==> src/rtl/sram_bus_controller.sv <==
// sram_bus_controller
//   Converts the one-hot SRAM block selects from the block decoder and the 68k bus
//   strobes into registered SRAM control signals with a wait-stated DTACK.
//   One SRAM transaction is run per assertion of AS_L.
//
// Parameters
//   WAIT_STATES  extra ACCESS cycles before DTACK (0..15)
//
// Ports
//   Clk          in   system clock, rising edge
//   Reset_H      in   synchronous active-high reset
//   Block0_H..3  in   one-hot block selects from the block decoder
//   AS_L         in   68k address strobe
//   UDS_L/LDS_L  in   68k upper/lower data strobes
//   RW           in   1 = read, 0 = write
//   SRamCE_L     out  per-block chip enables (bit n = block n)
//   SRamUB_L     out  upper byte lane enable
//   SRamLB_L     out  lower byte lane enable
//   SRamOE_L     out  output enable, reads only
//   SRamWE_L     out  write enable, writes only
//   Dtack_L      out  data transfer acknowledge
//   DecodeErr_H  out  one-cycle pulse when several selects are seen with AS_L low
module sram_bus_controller #(
  parameter int WAIT_STATES = 1
) (
  input  logic       Clk,
  input  logic       Reset_H,
  input  logic       Block0_H,
  input  logic       Block1_H,
  input  logic       Block2_H,
  input  logic       Block3_H,
  input  logic       AS_L,
  input  logic       UDS_L,
  input  logic       LDS_L,
  input  logic       RW,
  output logic [3:0] SRamCE_L,
  output logic       SRamUB_L,
  output logic       SRamLB_L,
  output logic       SRamOE_L,
  output logic       SRamWE_L,
  output logic       Dtack_L,
  output logic       DecodeErr_H
);

  typedef enum logic [1:0] {IDLE, SETUP, ACCESS, ACK} state_t;

  state_t     state;
  logic [3:0] sel;
  logic [3:0] cnt;
  logic       rd_lat;
  logic       err_armed;
  logic       one_sel;
  logic       multi_sel;
  logic       start;

  function automatic logic more_than_one(input logic [3:0] s);
    return (s & (s - 4'd1)) != 4'd0;
  endfunction

  function automatic logic [1:0] sel_index(input logic [3:0] s);
    if (s[3])      return 2'd3;
    else if (s[2]) return 2'd2;
    else if (s[1]) return 2'd1;
    else           return 2'd0;
  endfunction

  function automatic logic [3:0] ce_mask(input logic [1:0] idx);
    return ~(4'b0001 << idx);
  endfunction

  assign sel       = {Block3_H, Block2_H, Block1_H, Block0_H};
  assign multi_sel = more_than_one(sel);
  assign one_sel   = (sel != 4'd0) && !multi_sel;
  // A write whose strobes arrive late just waits here in IDLE until they show up.
  assign start     = !AS_L && one_sel && (!UDS_L || !LDS_L);

  always_ff @(posedge Clk) begin
    if (Reset_H) begin
      state       <= IDLE;
      cnt         <= 4'd0;
      err_armed   <= 1'b1;
      SRamCE_L    <= 4'b1111;
      SRamUB_L    <= 1'b1;
      SRamLB_L    <= 1'b1;
      SRamOE_L    <= 1'b1;
      SRamWE_L    <= 1'b1;
      Dtack_L     <= 1'b1;
      DecodeErr_H <= 1'b0;
    end else begin
      DecodeErr_H <= 1'b0;
      // The decode error may fire again only once the bus cycle has ended.
      if (AS_L) err_armed <= 1'b1;

      if (AS_L && state != IDLE) begin
        // Abort from SETUP/ACCESS, or normal end of ACK: release everything.
        state    <= IDLE;
        SRamCE_L <= 4'b1111;
        SRamUB_L <= 1'b1;
        SRamLB_L <= 1'b1;
        SRamOE_L <= 1'b1;
        SRamWE_L <= 1'b1;
        Dtack_L  <= 1'b1;
      end else begin
        unique case (state)
          IDLE: begin
            if (start) begin
              state    <= SETUP;
              cnt      <= 4'(WAIT_STATES);
              rd_lat   <= RW;
              SRamCE_L <= ce_mask(sel_index(sel));
              SRamUB_L <= UDS_L;
              SRamLB_L <= LDS_L;
              SRamOE_L <= ~RW;
              SRamWE_L <= 1'b1;
              Dtack_L  <= 1'b1;
            end else if (!AS_L && multi_sel && err_armed) begin
              DecodeErr_H <= 1'b1;
              err_armed   <= 1'b0;
            end
          end
          SETUP: begin
            state    <= ACCESS;
            SRamWE_L <= rd_lat;
          end
          ACCESS: begin
            if (cnt == 4'd0) begin
              // WE rising here is what commits a write; CE/UB/LB stay put.
              state    <= ACK;
              SRamWE_L <= 1'b1;
              Dtack_L  <= 1'b0;
            end else begin
              cnt <= cnt - 4'd1;
            end
          end
          ACK: begin
            // Hold everything until the 68k drops AS_L.
          end
        endcase
      end
    end
  end

endmodule

==> config.mk <==
export PLATFORM = sky130hd
export DESIGN_NAME = sram_bus_controller
export DESIGN_NICKNAME = d
export VERILOG_FILES = /design/src/rtl/sram_bus_controller.sv
export SDC_FILE = /design/constraint.sdc
export NUM_CORES = 1
export LEC_CHECK = 0
export ABC_CLOCK_PERIOD_IN_PS = 2600
export CORE_MARGIN = 2
export CORE_UTILIZATION = 48
export CTS_CLUSTER_SIZE = 8
export DETAILED_ROUTE_END_ITERATION = 8
export PLACE_DENSITY = 0.76
export SYNTH_ARGS = -nofsm -noshare
export SYNTH_HDL_FRONTEND = slang
export SYNTH_SLANG_ARGS = --single-unit
==> constraint.sdc <==
create_clock -name Clk -period 2.6 [get_ports Clk]
set_clock_uncertainty 0.05 [all_clocks]
set_input_delay 0.52 -clock Clk [delete_from_list [all_inputs] [get_ports Clk]]
set_output_delay 0.52 -clock Clk [all_outputs]
set_load 0.02 [all_outputs]
==> flow_summary_export.csv <==
group,metric,value,unit
job,drv_cap,0,
synth,ys_seq_area_frac,0.402,
sta,hold_viol_final,0,
worst_setup_path,crit_fanout,5,
clock_tree,clkTransAtPathRegs,0.11,ns
drt,drtIter0Drc,14,
sta,max_freq,426,MHz
finish,num_antenna_cells,0,
floorplan,dieWidth,47.8,µm
clock_tree,cts_setup_buffers,0,
clock_tree,cts.repair.resized,0,
synth,synth_area_per_cell,8.95,µm²
run_status,status,"completed",
global_routing,grt_pass1_wl,3400,µm
sta,period_share,0.903,
sta,worst_pin_slew,0.377,ns
pwr,vdd_ir_drop_max,0.375,mV
worst_setup_path,startpoint_type,"input port",
clock_tree,cts_tree,"yes",
global_routing,grt_max_degree,12,
drt,routedWlPerCell,13.6,µm
placed_design,dp_hpwl,1620,µm
drt,drt_wl_total,2140,µm
synth,syn_nets,119,
drt,post_drt_via_cell_ratio,5.66,
finish,multiInputGateArea,513,µm²
sta,grt_setup_unrepaired,"false",
placed_design,gp_congestion,0.806,
floorplan,die_y,47.8,µm
synth,synth_warnings,0,
global_routing,grt_overflow,0,
finish,final_layout_size_suffix_gt1_frac,0.136,
pwr,powerDensity,654,nW/µm²
worst_setup_path,crit_path_end_kind,"register",
sta,period_minus_slack,2.35,ns
synth,synth_flop_cell,"dfxtp_1",
worst_setup_path,path_cells,"clkdlybuf4s50_1 -> maj3_2 -> o21a_4 -> o31a_1 -> or4_1 -> a21oi_1",
worst_setup_path,critPathMaxStageDelay,0.51,ns
synth,ys_types,36,
worst_setup_path,cp.required,2.79,ns
global_routing,antenna_found_initial,0,
finish,fillers,145,
floorplan,rows,15,
clock_tree,cts_hold_buf,0,
worst_setup_path,worstPathArrival,2.54,ns
drt,drt_pass1_iterations,5,
synth,syn_area,922,µm²
synth,async_reset_ff_frac,0,
floorplan,core-area,1760,µm²
worst_setup_path,slowest_stage,"or4_1",
sta,drv_slew,0,
placed_design,place.port_buffers,19,
clock_tree,cts_buffer_depth,2,
drt,ant_nets,0,
floorplan,ios,20,
clock_tree,cts_buffers,3,
drt,drcViolationCount,0,
synth,syn_inst,103,
finish,finalNetCount,149,
clock_tree,ctsHtreeMaxLevel,1,
placed_design,post_dp_cell_area,1210,µm²
finish,area_delta_synth_final,35.7,%
global_routing,first_global_vias,834,
sta,slew_headroom,0.746,
worst_setup_path,worstSetupPathType,"input port to register",
clock_tree,cts_num_sinks,18,
synth,synth-edff-count,1,
sta,finalSetupViolations,0,
floorplan,dieArea,2290,µm²
synth,synth_seq_cells,18,
pwr,cellLeakagePower,0.517,nW
clock_tree,cts_root_buffer,"clkbuf_4",
drt,dr_total_vias,889,
finish,regArea,370,µm²
finish,design_area,1250,µm²
global_routing,grt_usage,0.219,
min_path,min_path_type,"register to register",
sta,hold_ws,0.437,ns
sta,setup_tns,0,ns
floorplan,initial_core_util,0.523,
clock_tree,insertion_delay,0.30,ns
cell usage after synthesis, types with 2 or more instances:
| master | count | share of area |
|---|---|---|
| and3_1 | 2 | 0.014 |
| nand2_1 | 8 | 0.033 |
| clkbuf_1 | 3 | 0.012 |
| o211ai_1 | 3 | 0.024 |
| or4_1 | 2 | 0.016 |
| a31oi_1 | 4 | 0.027 |
| nor2_1 | 3 | 0.012 |
| dfxtp_1 | 17 | 0.37 |
| mux2i_1 | 2 | 0.022 |
| nand3_1 | 5 | 0.027 |
| a21oi_1 | 8 | 0.043 |
| nor4b_1 | 3 | 0.028 |
| inv_1 | 6 | 0.024 |
| ha_1 | 6 | 0.081 |
| o21ai_0 | 10 | 0.054 |
cells in the final DEF, fill, tap and decap left out, types with 2 or more instances in the layout:
cell type and n:
a21oi_1 8, a31oi_1 4, and3_1 2, buf_4 9, clkbuf_4 3, clkdlybuf4s50_1 19, dfxtp_1 17, ha_1 6
inv_1 6, mux2i_1 2, nand2_1 8, nand3_1 5, nor2_1 3, nor4b_1 3, o211ai_1 3, o21ai_0 10
or4_1 2
area by class of cell:
class / instances / share of cell area
clock buffer: 4 / 0.0290
sequential: 18 / 0.296
multi-input combinational: 75 / 0.410
inverter: 6 / 0.0180
tap: 25 / 0.0250
timing repair buffer: 29 / 0.222
sequential cells by signal, summed over array words and instances, names as in the netlist:
| name | cells |
|---|---|
| SRamCE_L | 4 |
| cnt | 4 |
| state | 2 |
| DecodeErr_H | 1 |
| Dtack_L | 1 |
| SRamLB_L | 1 |
| SRamOE_L | 1 |
| SRamUB_L | 1 |
| SRamWE_L | 1 |
| err_armed | 1 |
| rd_lat | 1 |
critical path: cells and delay by family:
family | cells | cell delay [ns]
fa+ha+maj | 1 | 0.35
compound gates | 3 | 0.67
simple gates | 1 | 0.51
buf+inv | 1 | 0.48
through the flow:
stage	power (W)	util	std cells	setup slack [ns]
detailed placement	0.000647	0.689	153	-0.0525
finish	0.000818	0.709	157	0.253
floorplan	0.000531	-	103	0.505
CTS	0.000823	0.709	157	0.262
global placement	0.000636	0.689	153	0.0181
global route	0.000874	0.709	157	0.200
logic make-up (layout without fill, tap and decap cells):
| logic type | after synthesis | after routing | synth area share |
|---|---|---|---|
| adders and majority gates | 7 | 7 | 0.0936 |
| buffers and inverters | 10 | 39 | 0.0421 |
| muxes | 2 | 2 | 0.0217 |
| and+or+nand+nor | 31 | 31 | 0.198 |
| DFF | 18 | 18 | 0.402 |
| AOI/OAI and AO/OA | 35 | 35 | 0.243 |
path summary, 6_finish.rpt:
| kind | start | end | slack (ns) | depth (start not counted) |
|---|---|---|---|---|
| max | Block3_H | cnt[3]$_SDFFE_PP0P_ | 0.25 | 6 |
| min | err_armed$_SDFF_PP1_ | err_armed$_SDFF_PP1_ | 0.44 | 1 |
| max reg2reg | state[0]$_SDFFE_PP0P_ | cnt[3]$_SDFFE_PP0P_ | 0.60 | 6 |
| min reg2reg | err_armed$_SDFF_PP1_ | err_armed$_SDFF_PP1_ | 0.44 | 1 |
power breakdown:
| part | internal (W) | switching [W] | leakage, nW |
|---|---|---|---|
| clock | 0.0000855 | 0.0000885 | 0.0210 |
| sequential | 0.000312 | 0.0000218 | 0.148 |
| combinational | 0.000135 | 0.000176 | 0.348 |
| total | 0.000532 | 0.000286 | 0.517 |
per-layer routing:
metal	wire length [µm]	share of wire	global-route usage
met1	1020	0.48	0.268
met2	979	0.46	0.360
met3	103	0.048	0.0679
met4	38	0.018	0.0811
met5	0	0	0
(Power assumes the default switching activity.)
